File: config.mk
export PLATFORM = sky130hd
export DESIGN_NAME = relu_engine_arbiter
export DESIGN_NICKNAME = d
export VERILOG_FILES = /design/src/rtl/cnn_act_pkg.sv /design/src/rtl/relu_lanes.sv /design/src/rtl/relu_engine_arbiter.sv
export SDC_FILE = /design/constraint.sdc
export NUM_CORES = 1
export LEC_CHECK = 0
export ABC_AREA = 1
export CAP_MARGIN = 20
export CORE_AREA = 10 10 197 199
export DETAILED_ROUTE_END_ITERATION = 16
export DIE_AREA = 0 0 207 209
export GPL_TIMING_DRIVEN = 0
export PLACE_DENSITY = 0.56
export SETUP_SLACK_MARGIN = 0.15
export SYNTH_ARGS = -nofsm -noshare
export SYNTH_HDL_FRONTEND = slang
export SYNTH_HIERARCHICAL = 1
export SYNTH_SLANG_ARGS = --single-unit
File: constraint.sdc
create_clock -name clk -period 2.4 [get_ports clk]
set_input_delay 0.6 -clock clk [delete_from_list [all_inputs] [get_ports clk]]
set_output_delay 0.6 -clock clk [all_outputs]
set_load 0.005 [all_outputs]
File: src/rtl/cnn_act_pkg.sv
// Shared activation-stage definitions: element width, arbiter state encoding,
// round-robin selection and default datapath sizing used across conv/pool/act blocks.
package cnn_act_pkg;

    localparam int DEF_BITWIDTH        = 16;
    localparam int DEF_PARALLEL_FACTOR = 4;
    localparam int MAX_REQ             = 8;

    typedef enum logic {
        IDLE = 1'b0,
        BUSY = 1'b1
    } arb_state_e;

    function automatic int elem_width(input int bitwidth);
        return 2 * bitwidth;
    endfunction

    // First set request at or after (ptr+1) mod num_req, wrapping; the
    // descending scan lets the nearest candidate overwrite farther ones.
    function automatic int rr_next(input logic [MAX_REQ-1:0] req,
                                   input int ptr,
                                   input int num_req);
        int pick;
        int idx;
        pick = 0;
        for (int i = MAX_REQ; i >= 1; i--) begin
            if (i <= num_req) begin
                idx = (ptr + i) % num_req;
                if (req[idx[2:0]]) pick = idx;
            end
        end
        return pick;
    endfunction

endpackage

File: src/rtl/relu_lanes.sv
// Purely combinational ReLU across PARALLEL_FACTOR signed lanes: a negative
// lane (sign bit set) becomes zero, everything else passes through.
module relu_lanes
    import cnn_act_pkg::*;
#(
    parameter int PARALLEL_FACTOR = DEF_PARALLEL_FACTOR,
    parameter int EW              = elem_width(DEF_BITWIDTH)
) (
    input  logic [PARALLEL_FACTOR*EW-1:0] in_beat,
    output logic [PARALLEL_FACTOR*EW-1:0] out_beat
);

    for (genvar p = 0; p < PARALLEL_FACTOR; p++) begin : g_lane
        assign out_beat[p*EW +: EW] = in_beat[p*EW + EW - 1] ? '0 : in_beat[p*EW +: EW];
    end

endmodule

File: src/rtl/relu_engine_arbiter.sv
// Round-robin, packet-locked arbiter sharing one registered ReLU engine among NUM_REQ
// producers. Optional stall-timeout abort is compiled in with `define ARB_TIMEOUT_EN.
module relu_engine_arbiter
    import cnn_act_pkg::*;
#(
    parameter int BITWIDTH        = DEF_BITWIDTH,
    parameter int PARALLEL_FACTOR = DEF_PARALLEL_FACTOR,
    parameter int NUM_REQ         = 3,
    parameter int ID_W            = 2,
    parameter int TIMEOUT_CYCLES  = 64
) (
    input  logic                                       clk,
    input  logic                                       rst_n,
    input  logic [NUM_REQ-1:0]                         in_valid,
    input  logic [NUM_REQ-1:0]                         in_last,
    input  logic [NUM_REQ*PARALLEL_FACTOR*(2*BITWIDTH)-1:0] in_data,
    output logic [NUM_REQ-1:0]                         in_ready,
    output logic                                       out_valid,
    output logic [PARALLEL_FACTOR*(2*BITWIDTH)-1:0]    out_data,
    output logic                                       out_last,
    output logic [ID_W-1:0]                            out_owner,
    input  logic                                       out_ready,
    output logic                                       busy,
    output logic                                       timeout_err
);

    localparam int EW     = elem_width(BITWIDTH);
    localparam int BEAT_W = PARALLEL_FACTOR * EW;

    if (NUM_REQ < 2 || NUM_REQ > MAX_REQ || (1 << ID_W) < NUM_REQ || TIMEOUT_CYCLES < 1)
    begin : g_param_check
        $error("relu_engine_arbiter: illegal parameter combination");
    end

    arb_state_e          state_q, state_d;
    logic [ID_W-1:0]     owner_q, owner_d;
    logic [ID_W-1:0]     rr_ptr_q, rr_ptr_d;
    logic                busy_q, busy_d;
    logic                out_valid_q, out_valid_d;
    logic [BEAT_W-1:0]   out_data_q, out_data_d;
    logic                out_last_q, out_last_d;
    logic [ID_W-1:0]     out_owner_q, out_owner_d;

`ifdef ARB_TIMEOUT_EN
    localparam int STALL_W = $clog2(TIMEOUT_CYCLES + 1);
    logic [STALL_W-1:0]  stall_q, stall_d;
    logic                timeout_err_q, timeout_err_d;
`endif

    logic                owner_valid;
    logic                owner_last;
    logic [BEAT_W-1:0]   owner_data;
    logic [BEAT_W-1:0]   relu_data;
    logic                can_load;
    logic                accept;

    always_comb begin
        owner_valid = 1'b0;
        owner_last  = 1'b0;
        owner_data  = '0;
        for (int r = 0; r < NUM_REQ; r++) begin
            if (owner_q == ID_W'(r)) begin
                owner_valid = in_valid[r];
                owner_last  = in_last[r];
                owner_data  = in_data[r*BEAT_W +: BEAT_W];
            end
        end
    end

    relu_lanes #(
        .PARALLEL_FACTOR (PARALLEL_FACTOR),
        .EW              (EW)
    ) u_relu_lanes (
        .in_beat  (owner_data),
        .out_beat (relu_data)
    );

    // Ready depends only on registered state and out_ready, never on in_valid.
    assign can_load = !out_valid_q || out_ready;
    assign accept   = (state_q == BUSY) && owner_valid && can_load;

    always_comb begin
        in_ready = '0;
        for (int r = 0; r < NUM_REQ; r++) begin
            in_ready[r] = (state_q == BUSY) && (owner_q == ID_W'(r)) && can_load;
        end
    end

    always_comb begin
        state_d     = state_q;
        owner_d     = owner_q;
        rr_ptr_d    = rr_ptr_q;
        busy_d      = busy_q;
        out_valid_d = out_valid_q;
        out_data_d  = out_data_q;
        out_last_d  = out_last_q;
        out_owner_d = out_owner_q;
`ifdef ARB_TIMEOUT_EN
        stall_d       = stall_q;
        timeout_err_d = 1'b0;
`endif
        if (out_valid_q && out_ready) out_valid_d = 1'b0;

        case (state_q)
            IDLE: begin
                if (|in_valid) begin
                    owner_d = ID_W'(rr_next(MAX_REQ'(in_valid), int'(rr_ptr_q), NUM_REQ));
                    state_d = BUSY;
                    busy_d  = 1'b1;
`ifdef ARB_TIMEOUT_EN
                    stall_d = '0;
`endif
                end
            end
            BUSY: begin
                if (accept) begin
                    out_valid_d = 1'b1;
                    out_data_d  = relu_data;
                    out_last_d  = owner_last;
                    out_owner_d = owner_q;
`ifdef ARB_TIMEOUT_EN
                    stall_d     = '0;
`endif
                    if (owner_last) begin
                        state_d  = IDLE;
                        rr_ptr_d = owner_q;
                        busy_d   = 1'b0;
                    end
                end
`ifdef ARB_TIMEOUT_EN
                // Only an absent owner counts as a stall; downstream backpressure does not.
                else if (!owner_valid) begin
                    if (stall_q == STALL_W'(TIMEOUT_CYCLES - 1)) begin
                        state_d       = IDLE;
                        rr_ptr_d      = owner_q;
                        busy_d        = 1'b0;
                        timeout_err_d = 1'b1;
                        stall_d       = '0;
                    end else begin
                        stall_d = stall_q + 1'b1;
                    end
                end
`endif
            end
            default: state_d = IDLE;
        endcase
    end

    always_ff @(posedge clk or negedge rst_n) begin
        if (!rst_n) begin
            state_q       <= IDLE;
            owner_q       <= '0;
            rr_ptr_q      <= ID_W'(NUM_REQ - 1);
            busy_q        <= 1'b0;
            out_valid_q   <= 1'b0;
            out_data_q    <= '0;
            out_last_q    <= 1'b0;
            out_owner_q   <= '0;
`ifdef ARB_TIMEOUT_EN
            stall_q       <= '0;
            timeout_err_q <= 1'b0;
`endif
        end else begin
            state_q       <= state_d;
            owner_q       <= owner_d;
            rr_ptr_q      <= rr_ptr_d;
            busy_q        <= busy_d;
            out_valid_q   <= out_valid_d;
            out_data_q    <= out_data_d;
            out_last_q    <= out_last_d;
            out_owner_q   <= out_owner_d;
`ifdef ARB_TIMEOUT_EN
            stall_q       <= stall_d;
            timeout_err_q <= timeout_err_d;
`endif
        end
    end

    assign out_valid = out_valid_q;
    assign out_data  = out_data_q;
    assign out_last  = out_last_q;
    assign out_owner = out_owner_q;
    assign busy      = busy_q;
`ifdef ARB_TIMEOUT_EN
    assign timeout_err = timeout_err_q;
`else
    assign timeout_err = 1'b0;
`endif

endmodule

Word level (Yosys, flattened, before mapping)
Cells that the tools add are included.
Widths: inputs -> output; s select.
{ "op_classes": {"magnitude_cmp": 3, "bitwise_logic": 1, "addsub": 3, "n_div": 3, "eq_ne": 5, "reduce_logical": 17, "muxes": 33} }
{ "ops": {"columns": ["operator", "n"], "rows": [
  ["$mux 128", 3],
  ["$mux 31", 4],
  ["$mod 32x3->32 const B", 3],
  ["$mux 1", 18],
  ["$lt 3x4->1 const B", 3],
  ["$bmux 1 s3", 3],
  ["$logic_and 1x1->1", 9],
  ["$add 2x2->3 const B", 2],
  ["$mux 2", 3],
  ["$reduce_and 3->1", 2],
  ["$ne 2x1->1 const B", 2],
  ["$pmux 1 s2", 2],
  ["$reduce_and 2->1", 2],
  ["$add 2x1->3 const B", 1],
  ["$reduce_or 3->1", 1],
  ["$eq 2x1->1 const B", 1],
  ["$eq 2x2->1 const B", 1],
  ["$logic_not 2->1", 1],
  ["$ne 2x2->1 const B", 1],
  ["$logic_not 1->1", 1],
  ["$logic_or 1x1->1", 1],
  ["$not 1->1", 1]
]} }
{ "word_totals": {"reg_bits": 138, "in_bits": 393} }

Logic depth before layout (Yosys ltp)
Gate-level depths: netlist (run 1).
{ "depth": {"depth_word": 8, "ltp_mapped": 11} }

Cells and area by module
Netlist (run 1), hierarchy kept.
{ "modules_own_cells": {"columns": ["mod", "area_per_inst_um2", "seq_area_each_um2", "n_inst", "cells_each"], "rows": [
  ["relu_engine_arbiter", 8070.2, 3454.6, 1, 1223],
  ["relu_lanes", 1099.8, 0.0, 1, 265]
]} }

Worst setup path after synthesis (run 1)
OpenSTA, ideal clock, no wires.
{ "synth_path": {"kind": "input port to output port", "startpoint": "input out_ready", "endpoint": "output in_ready[1]", "n_path_buf": 1, "t_arrival_ps": 1343, "stages": 5, "required_ps": 1800, "slack_ps": 457, "cell_sequence": "inv_1 -> nand2_1 -> clkbuf_1 -> nand2_1 -> nor3_1"} }
{ "synth_via": {"elab_chain_len": 2} }
{ "synth_lines": {"columns": ["item", "line", "source"], "rows": [
  ["start, declared", "relu_engine_arbiter.sv:22", "input logic out_ready,"],
  ["$logic_or 1x1->1", "relu_engine_arbiter.sv:79", "assign can_load = !out_valid_q || out_ready;"],
  ["$logic_and 1x1->1", "relu_engine_arbiter.sv:85", "in_ready[r] = (state_q == BUSY) && (owner_q == ID_W'(r)) && can_load;"],
  ["end, declared", "relu_engine_arbiter.sv:17", "output logic [NUM_REQ-1:0] in_ready,"]
]} }
No other way between the ends.

Final worst setup path (run 1)
{ "layout_path": {"startpoint": "register owner_q[0]", "endpoint": "register out_data_q[85] (netlist: out_data[85])"} }
{ "layout_via": {"word_cells_on_any_way": 13} }
{ "layout_rtl": {"columns": ["item", "line", "source"], "rows": [
  ["start, declared", "relu_engine_arbiter.sv:36", "logic [ID_W-1:0] owner_q, owner_d;"],
  ["start signal, assigned", "relu_engine_arbiter.sv:165", "owner_q <= owner_d;"],
  ["$logic_not 2->1", "relu_engine_arbiter.sv:62", "if (owner_q == ID_W'(r)) begin"],
  ["$mux 128 (2 in a row)", "relu_engine_arbiter.sv:62", null],
  ["$mux 128 (*)", "relu_engine_arbiter.sv:62", null],
  ["net owner_data[95]", "relu_engine_arbiter.sv:52", "logic [BEAT_W-1:0] owner_data;"],
  ["$mux 31 (*)", "relu_lanes.sv:14", "assign out_beat[p*EW +: EW] = in_beat[p*EW + EW - 1] ? '0 : in_beat[p*EW +: EW];"],
  ["net relu_data[85]", "relu_engine_arbiter.sv:53", "logic [BEAT_W-1:0] relu_data;"],
  ["end signal, assigned", "relu_engine_arbiter.sv:169", "out_data_q <= out_data_d;"],
  ["end, declared", "relu_engine_arbiter.sv:40", "logic [BEAT_W-1:0] out_data_q, out_data_d;"]
]} }
The timed path passes the listed nets; every way through them passes the cells marked *.
A chain may end at the register's enable or synchronous reset.

==> flow_summary.ini, run 1 <==
[critical_path]
ff2ff_path_depth = 10
start_kind = flip-flop
cpPeakStageDelay_ns = 0.38
path_cells = inv_2 > nor2_1 > buf_4 > clkbuf_4 > nand2_1 > nand3_2 > buf_6 > nor2_1 > nand3_1 > nand2_1
cp_slowest_cell = dfrtp_1
crit_path_end_kind = flip-flop
worst-setup-path-type = flip-flop to flip-flop
worstPathMaxFanout = 10
crit_required_ns = 2.71
arrival_ns = 2.39

[route]
dr.pass1.iters = 5
via_per_inst = 4.47
drc = 0
wl_per_cell_um = 19.0
drt_iter0_drc = 717
num_vias = 11300
antenna_left = 0
totalWireLength_um = 47900

[power_and_ir_drop]
power-per-cell-area_nw_per_um2 = 1100
seqPwrFrac_pct = 21.4
p_sw_share_pct = 46.7
clkPwrFrac_pct = 14.5
p_int_mw = 9.25
pwr-share-comb_pct = 64.1
power.leakage_nw = 7.87
peakVddDrop_uv = 499
switchingPower_mw = 8.11

[final_layout]
drive_gt1_share_pct = 6.18
nNetsFinal = 2445
num-fill-cells = 3745
antenna_cells = 0
final_cells = 2517
syn_to_final_growth_pct = 71.7

[placement]
numPortBuffers = 528
pre_cts_ws_ns = -1.36
gp_congestion = 0.934
placed_cells = 2482
post-dp-hpwl_um = 39400

[clocking]
clockBufferDepth = 2
clk_pin_slew_ns = 0.06
htree_levels = 4
cts_tree = yes
insertion_delay_ns = 0.43
root_buffer = clkbuf_16
hold_buffers = 0
cts_sinks = 138
cts_buffers = 17

[die]
die_x_um = 207
start_util_pct = 26.2
core-area_um2 = 35100
num_io_pins = 530
fp.dieArea_um2 = 43300
chipHeight_um = 209
placementRows = 69

[timing]
rsz0062_at_grt = false
relSlewSlack_pct = 61.5
finalSetupViolations = 0
max_freq_mhz = 482
hold_viol_final = 0
hold_ws_ns = 0.107
finalCriticalPeriod_ns = 2.08
worst_slew_pin_slew_ns = 0.577
skew_ns = 0.0130
fin_ws_ns = 0.325
period_share_pct = 86.5
final_max_slew_viol_count = 0

[run]
max-cap-violations = 0

[hold_path]
hold_class = input port to async pin

[global_route]
antenna_found_initial = 4
grt_usage_pct = 21.4
grt_first_pass_wirelength_um = 71800
grt_pass1_vias = 11400
grt_overflow = 0
grt_max_degree = 91

[logic_synthesis]
synth_common_cells = 681 x nand2_1, 268 x nand3_1, 144 x inv_1, 137 x dfrtp_1, 130 x nor2_1
synth.largest_area_cell = dfrtp_1
syn_inst = 1488
ys.flop_type = dfrtp_1
synth-seq-area-share_pct = 37.7
netlist.area_leader.share_pct = 37.4
synth.most_common_cell = nand2_1
ys_types = 21
synth_seq_cells = 138
ys.warnings.count = 6
synth_area_per_cell_um2 = 6.16
synth_edf_count = 0
syn_area_um2 = 9170
synth.area.top_cells = dfrtp_1 37%, nand2_1 28%, nand3_1 15%
synth_async_sr_flop_share_pct = 100

[outcome]
status = completed
## flip-flops by register name, summed over array words and instances (netlist names)
signal	flops
out_valid	1
out_owner	2
busy	1
out_data	128
out_last	1
state_q	1
owner_q	2
rr_ptr_q	2
## stage by stage
step	utilization, %	TNS, ns	area [um2]	total power, mW
floorplan	-	0	9180	9.74
global placement	42.9	-801.75	15000	14.9
detailed placement	43.0	-58.31	15100	14.9
CTS	44.8	0	15700	17.6
global route	44.9	0	15700	19.0
finish	44.9	0	15700	17.4
## cells by family (layout without fill, tap and decap cells)
logic type,Yosys count,after routing,synth area share (%)
compound gates,8,8,0.450
fa+ha+maj,8,8,1.09
buf+inv,247,812,12.4
flops,138,138,37.7
other cells,2,5,0.0819
simple gates,1085,1085,48.3
## power by group through the flow
stage               clock network (mW)  logic, mW  registers [mW]
floorplan                            0       5.98            3.76
global placement                     0       11.1            3.72
detailed placement                   0       11.2            3.76
CTS                               2.57       11.3            3.74
global route                      2.67       12.5            3.82
finish                            2.51       11.1            3.72
## placed cells by master (no fill, tap or decap), types with 15 or more instances in the layout
master / count
clkbuf_16: 18
buf_2: 31
buf_6: 20
clkbuf_1: 21
dfrtp_1: 136
nand3_1: 265
nor2_1: 130
buf_4: 15
clkdlybuf4s50_1: 523
nand2_1: 679
inv_1: 143
## worst max-delay path, delay by kind of cell (launching register included)
kind                   cells  cell delay [ns]
flip-flops                 1             0.38
AND/OR/NAND/NOR            6             0.69
buffers and inverters      4             0.87
## layout make-up
class | instances | area [um2] | share of cell area (%)
well taps | 461 | 577 | 3.66
plain buffers | 101 | 659 | 4.19
clock buffers | 19 | 443 | 2.81
flip-flops and latches | 138 | 3460 | 22.0
multi-input cells | 1106 | 4620 | 29.3
inverters | 146 | 548 | 3.48
repair buffers | 534 | 5340 | 33.9
clock inverters | 12 | 101 | 0.644
## repair_timing
item,CTS,global route
buffers inserted,2,2
resized for setup,43,14
pin swaps,2,0
setup endpoints to repair,121,108
## final timing paths
| kind | slack, ns | start | to |
|---|---|---|---|
| max in group asynchronous | 1.41 | rst_n | rr_ptr_q[1]$_DFFE_PN1P_ |
| min in group clk | 0.47 | out_data[85]$_DFFE_PN0P_ | out_data[85]$_DFFE_PN0P_ |
| setup reg to reg | 0.32 | owner_q[0]$_DFFE_PN0P_ | out_data[85]$_DFFE_PN0P_ |
| hold reg to reg | 0.47 | out_data[85]$_DFFE_PN0P_ | out_data[85]$_DFFE_PN0P_ |
| setup / recovery | 0.32 | owner_q[0]$_DFFE_PN0P_ | out_data[85]$_DFFE_PN0P_ |
| hold / removal | 0.11 | rst_n | out_data[119]$_DFFE_PN0P_ |
## metal layers
layer / part of all wire, % / GRT usage, %
met2: 50 / 37.6
met1: 40 / 24.4
met4: 1.1 / 3.90
met5: 0.12 / 0
met3: 8.8 / 8.08
No activity file was read; power rests on OpenSTA's default activity.
==> run 2, diff against run 1 <==
CORE_AREA = 10 10 200 202   (was 10 10 197 199)
DIE_AREA = 0 0 210 212   (was 0 0 207 209)
PLACE_DENSITY = 0.55   (was 0.56)
==> run 2 against run 1 <==
Net effect: core utilization down 1.3 points; clock skew decreased by 0.0016 ns; power decreased by 0.93%; non-clock buffer count is 3 lower; via count decreased by 0.28%; global-route usage is 1.4 points lower; largest power group unchanged; highest routed layer unchanged.
==> flow_summary.ini, run 2 (synthesized netlist as in run 1, its figures left out) <==
[placement]
numPortBuffers = 528
place_area_um2 = 15100
post-dp-hpwl_um = 38200
gp_congestion = 0.851
placed_cells = 2488

[hold_path]
hold_class = input port to async pin

[final_layout]
stdcell_area_um2 = 15800
syn_to_final_growth_pct = 71.8
nNetsFinal = 2442
final_cells = 2522
drive_gt1_share_pct = 6.09
layout_common_cells = 679 x nand2_1, 523 x clkdlybuf4s50_1, 265 x nand3_1, 143 x inv_1, 136 x dfrtp_1
final_common_cell = nand2_1
largest_reg_flops = 128

[run]
max-cap-violations = 0

[critical_path]
r2r-start = owner_q[0]$_DFFE_PN0P_
r2r_slack_ns = 0.31
startpoint = owner_q[0]$_DFFE_PN0P_
arrival_ns = 2.40
cpPeakStageDelay_ns = 0.43
worst-setup-path-type = flip-flop to flip-flop
path_cells = inv_2 > nand2_1 > inv_1 > clkbuf_8 > clkbuf_2 > nand2_1 > nand3_4 > buf_6 > nor2_1 > nand3_1 > nand2_1
crit_path_end_kind = flip-flop
ff2ff_path_depth = 11
crit_required_ns = 2.71
start_kind = flip-flop
cp_top_family = buffers and inverters
worstPathMaxFanout = 10
rr_endpoint = out_data[40]$_DFFE_PN0P_
path_buf_inv = 5
cp_slowest_cell = dfrtp_1
crit_top_cell = nand2_1

[power_and_ir_drop]
switchingPower_mw = 7.96
peakVddDrop_uv = 482
p_sw_share_pct = 46.3
finalPower_mw = 17.2
pwr-share-comb_pct = 64.1
seqPwrFrac_pct = 21.6
power-per-cell-area_nw_per_um2 = 1090
power.leakage_nw = 7.86
clkPwrFrac_pct = 14.3
p_int_mw = 9.24

[global_route]
grt_max_degree = 71
grt_overflow = 0
gr-usage-met3_pct = 8.10
grt_usage_pct = 20.0
gr-usage-met1_pct = 22.6
antenna_found_initial = 4
grt_pass1_vias = 11500
grt_first_pass_wirelength_um = 69100
grtUsageMet2_pct = 34.8
grt-busiest-layer = met2

[timing]
skew_ns = 0.0114
hold_ws_ns = 0.173
rsz0062_at_grt = true
final_max_slew_viol_count = 0
relSlewSlack_pct = 53.2
finalCriticalPeriod_ns = 2.09
finalSetupViolations = 0
hold_viol_final = 0
period_share_pct = 87.2
worst_slew_pin_slew_ns = 0.702
max_freq_mhz = 478
tns_ns = 0

[route]
totalWireLength_um = 46200
dr.pass1.iters = 5
antenna_left = 0
num_vias = 11200
via_per_inst = 4.45
drc = 0
drt_iter0_drc = 639
wl_per_cell_um = 18.3

[die]
die_x_um = 210
placementRows = 70
num_io_pins = 530
core-area_um2 = 36100
fp.dieArea_um2 = 44500
chipHeight_um = 212
start_util_pct = 25.4

[clocking]
hold_buffers = 0
cts_buffers = 17
clockBufferDepth = 2
clk_pin_slew_ns = 0.06
root_buffer = clkbuf_16
cts_tree = yes
insertion_delay_ns = 0.42
htree_levels = 4
cts_sinks = 138

[outcome]
status = completed
==> run 2: cell types whose count changed in the layout (fill, tap and decap cells not counted), sizes merged <==
cell          delta
clkbuf           +6
clkinv           -2
inv              -1
diode            +1
buf              -6
dlygate4sd2      -1
dlymetal6s2s     +1
==> run 2: how the worst max path moves through the flow <==
| stage | endpoint | slack, ns | cells past startpoint |
|---|---|---|---|
| after floorplan | in_ready[1] | 0.46 | 5 |
| after global placement | out_data[76]$_DFFE_PN0P_ | -5.38 | 1 |
| after detailed placement | in_ready[1] | -1.34 | 7 |
| after CTS | in_ready[1] | 0.13 | 7 |
| after global routing | out_data[91]$_DFFE_PN0P_ | 0.12 | 8 |
| final | out_data[40]$_DFFE_PN0P_ | 0.31 | 11 |
==> run 2: power groups by stage <==
stage                     registers (mW)  clock network, mW  logic, mW
after global routing                3.82               2.64       12.4
final                               3.71               2.46       11.0
after global placement              3.71                  0       11.0
after detailed placement            3.73                  0       11.1
after CTS                           3.71               2.53       11.2
after floorplan                     3.76                  0       5.98
==> run 2: through the flow <==
stage,setup WS [ns],utilization [%]
CTS,0.133,43.5
global route,0.123,43.6
finish,0.307,43.6
global placement,-5.38,41.7
floorplan,0.457,-
detailed placement,-1.34,41.8
==> run 2: worst register-to-register path: cells and delay by family (launching register included) <==
kind | cells | cell delay, ns
flops | 1 | 0.43
buf+inv | 5 | 0.96
simple gates | 6 | 0.61
==> run 2: final cells by class <==
| class | instances | area, um2 |
|---|---|---|
| flip-flops and latches | 138 | 3460 |
| plain buffers | 101 | 673 |
| clock buffers | 22 | 454 |
| multi-input cells | 1106 | 4640 |
| diodes | 1 | 2.50 |
| clock inverters | 9 | 75.1 |
| repair buffers | 531 | 5320 |
| well taps | 468 | 586 |
| fillers | 3850 | 20300 |
| inverters | 146 | 548 |
==> run 2: metal layers <==
| layer | vias up | part of all wire, % |
|---|---|---|
| met3 | 32 | 9.6 |
| met2 | 402 | 49 |
| met4 | 6 | 1.1 |
| met5 | - | 0.095 |
| met1 | 5128 | 40 |
| li1 | 5652 | - |
==> run 2: timing repair <==
item / 4_1_cts / 5_1_grt
resized for setup: 41 / 27
setup buffers: 2 / 0
endpoints found under the setup margin: 122 / 121
pin swaps: 3 / 1
==> run 3, diff against run 2 <==
CORE_AREA = 3 3 202 204   (was 10 10 200 202)
DIE_AREA = 0 0 205 207   (was 0 0 210 212)
PLACE_DENSITY = 0.51   (was 0.55)
==> run 3 against run 2 <==
Net effect: first-iteration DRC count is 17% lower; largest cell class unchanged; highest routed layer unchanged; clock power is 21% higher; largest power group unchanged; core utilization is 3.2 points lower.
==> flow_summary.ini, run 3 (synthesized netlist as in run 1, its figures left out) <==
[final_layout]
drive_gt1_share_pct = 6.18
syn_to_final_growth_pct = 74.0
nNetsFinal = 2443
final_common_cell = nand2_1
largest_reg_flops = 128
fin_util_pct = 40.4
antenna_cells = 0
stdcell_area_um2 = 16000
layout_common_cells = 679 x nand2_1, 524 x clkdlybuf4s50_1, 265 x nand3_1, 143 x inv_1, 136 x dfrtp_1

[global_route]
grt_max_degree = 78
grt_pass1_vias = 11400
grt_overflow = 0
antenna_found_initial = 2
grt_usage_pct = 20.3
grt_first_pass_wirelength_um = 66400

[route]
drt_iter0_drc = 531
wl_per_cell_um = 17.3
antenna_left = 0
via_per_inst = 4.35
drc = 0
dr.pass1.iters = 5
totalWireLength_um = 44500
num_vias = 11200

[critical_path]
cpPeakStageDelay_ns = 0.45
path_cells = clkdlybuf4s50_1 > inv_1 > nand2_4 > clkbuf_16 > nand2_4 > nor3_2 > buf_2
r2r-start = owner_q[0]$_DFFE_PN0P_
worstPathMaxFanout = 3
r2r_slack_ns = 0.27
cp-endpoint = in_ready[1]
startpoint = out_ready
cp_slowest_cell = clkdlybuf4s50_1
crit_top_cell = nand2_4
start_kind = input port
crit_required_ns = 1.80
worst-setup-path-type = input port to output pin
arrival_ns = 1.68
rr_endpoint = out_data[37]$_DFFE_PN0P_
ff2ff_path_depth = 12
crit_path_end_kind = output pin

[die]
placementRows = 73
core-area_um2 = 39500
fp.dieArea_um2 = 42400
chipHeight_um = 207
start_util_pct = 23.2
die_x_um = 205
num_io_pins = 530

[clocking]
clockBufferDepth = 2
root_buffer = clkbuf_16
clk_pin_slew_ns = 0.07
insertion_delay_ns = 0.43
htree_levels = 4
cts_tree = yes
hold_buffers = 0
cts_buffers = 17
cts_sinks = 138

[timing]
relSlewSlack_pct = 56.8
fin_ws_ns = 0.117
rsz0062_at_grt = true
max_freq_mhz = 438
finalSetupViolations = 0
worst_slew_pin_slew_ns = 0.649
final_max_slew_viol_count = 0
period_share_pct = 95.1
hold_viol_final = 0
finalCriticalPeriod_ns = 2.28
skew_ns = 0.00954

[placement]
pre_cts_ws_ns = -1.52
numPortBuffers = 528
gp_congestion = 0.849
post-dp-hpwl_um = 35700
place_area_um2 = 15200

[power_and_ir_drop]
peakVddDrop_uv = 474
power.leakage_nw = 7.91
power-per-cell-area_nw_per_um2 = 1120

[hold_path]
hold_class = input port to async pin

[outcome]
status = completed

[run]
max-cap-violations = 0
## run 3: worst max-delay path, delay by kind of cell
kind	cells	cell delay, ns
and+or+nand+nor	3	0.28
buffers and inverters	4	0.80
## run 3: where the power goes
part | internal [mW] | total [mW] | switching [mW] | leakage (nW)
Clock | 1.90 | 2.98 | 1.08 | 0.310
Combinational | 4.61 | 11.1 | 6.54 | 5.81
Sequential | 3.22 | 3.74 | 0.516 | 1.79
## run 3: worst min-delay path by stage
stage	startpoint	to	slack, ns	depth (start not counted)
after CTS	rst_n	out_data[118]$_DFFE_PN0P_	0.17	1
after global placement	out_data[62]$_DFFE_PN0P_	out_data[62]$_DFFE_PN0P_	0.45	2
after global routing	rst_n	out_data[118]$_DFFE_PN0P_	0.19	1
final	rst_n	out_data[118]$_DFFE_PN0P_	0.15	1
after detailed placement	out_data[89]$_DFFE_PN0P_	out_data[89]$_DFFE_PN0P_	0.46	2
after floorplan	rst_n	busy$_DFFE_PN0P_	0.30	0
## run 3: stage by stage
step / hold WS [ns] / TNS [ns] / power (mW) / cells
after detailed placement: 0.458 / -81.02 / 14.9 / 2546
after floorplan: 0.304 / 0 / 9.74 / 1491
after CTS: 0.171 / 0 / 18.1 / 2579
after global routing: 0.185 / 0 / 19.5 / 2579
after global placement: 0.453 / -844.53 / 14.9 / 2544
final: 0.151 / 0 / 17.9 / 2579
## run 3: cell type report
type	count	area, um2
Inverter	146	548
Sequential cell	138	3460
Buffer	101	677
Timing Repair Buffer	532	5330
Tap cell	525	657
Clock buffer	21	460
Multi-Input combinational cell	1106	4640
Clock inverter	10	191
Fill cell	4240	23500
## run 3: layer usage
layer	track usage, %	wire length [um]	vias to the layer above	share of wire, %
li1	-	-	5648	-
met1	23.5	17800	5131	40
met2	36.3	22000	396	49
met3	6.76	4140	31	9.3
met4	4.48	635	4	1.4
met5	0	28	-	0.063
## run 3: repair_timing
action                     CTS  global route
gates cloned                 0             0
gates resized for setup     47            17
setup endpoints to repair  125           109
setup buffers                2             0
pin swaps                    4             1
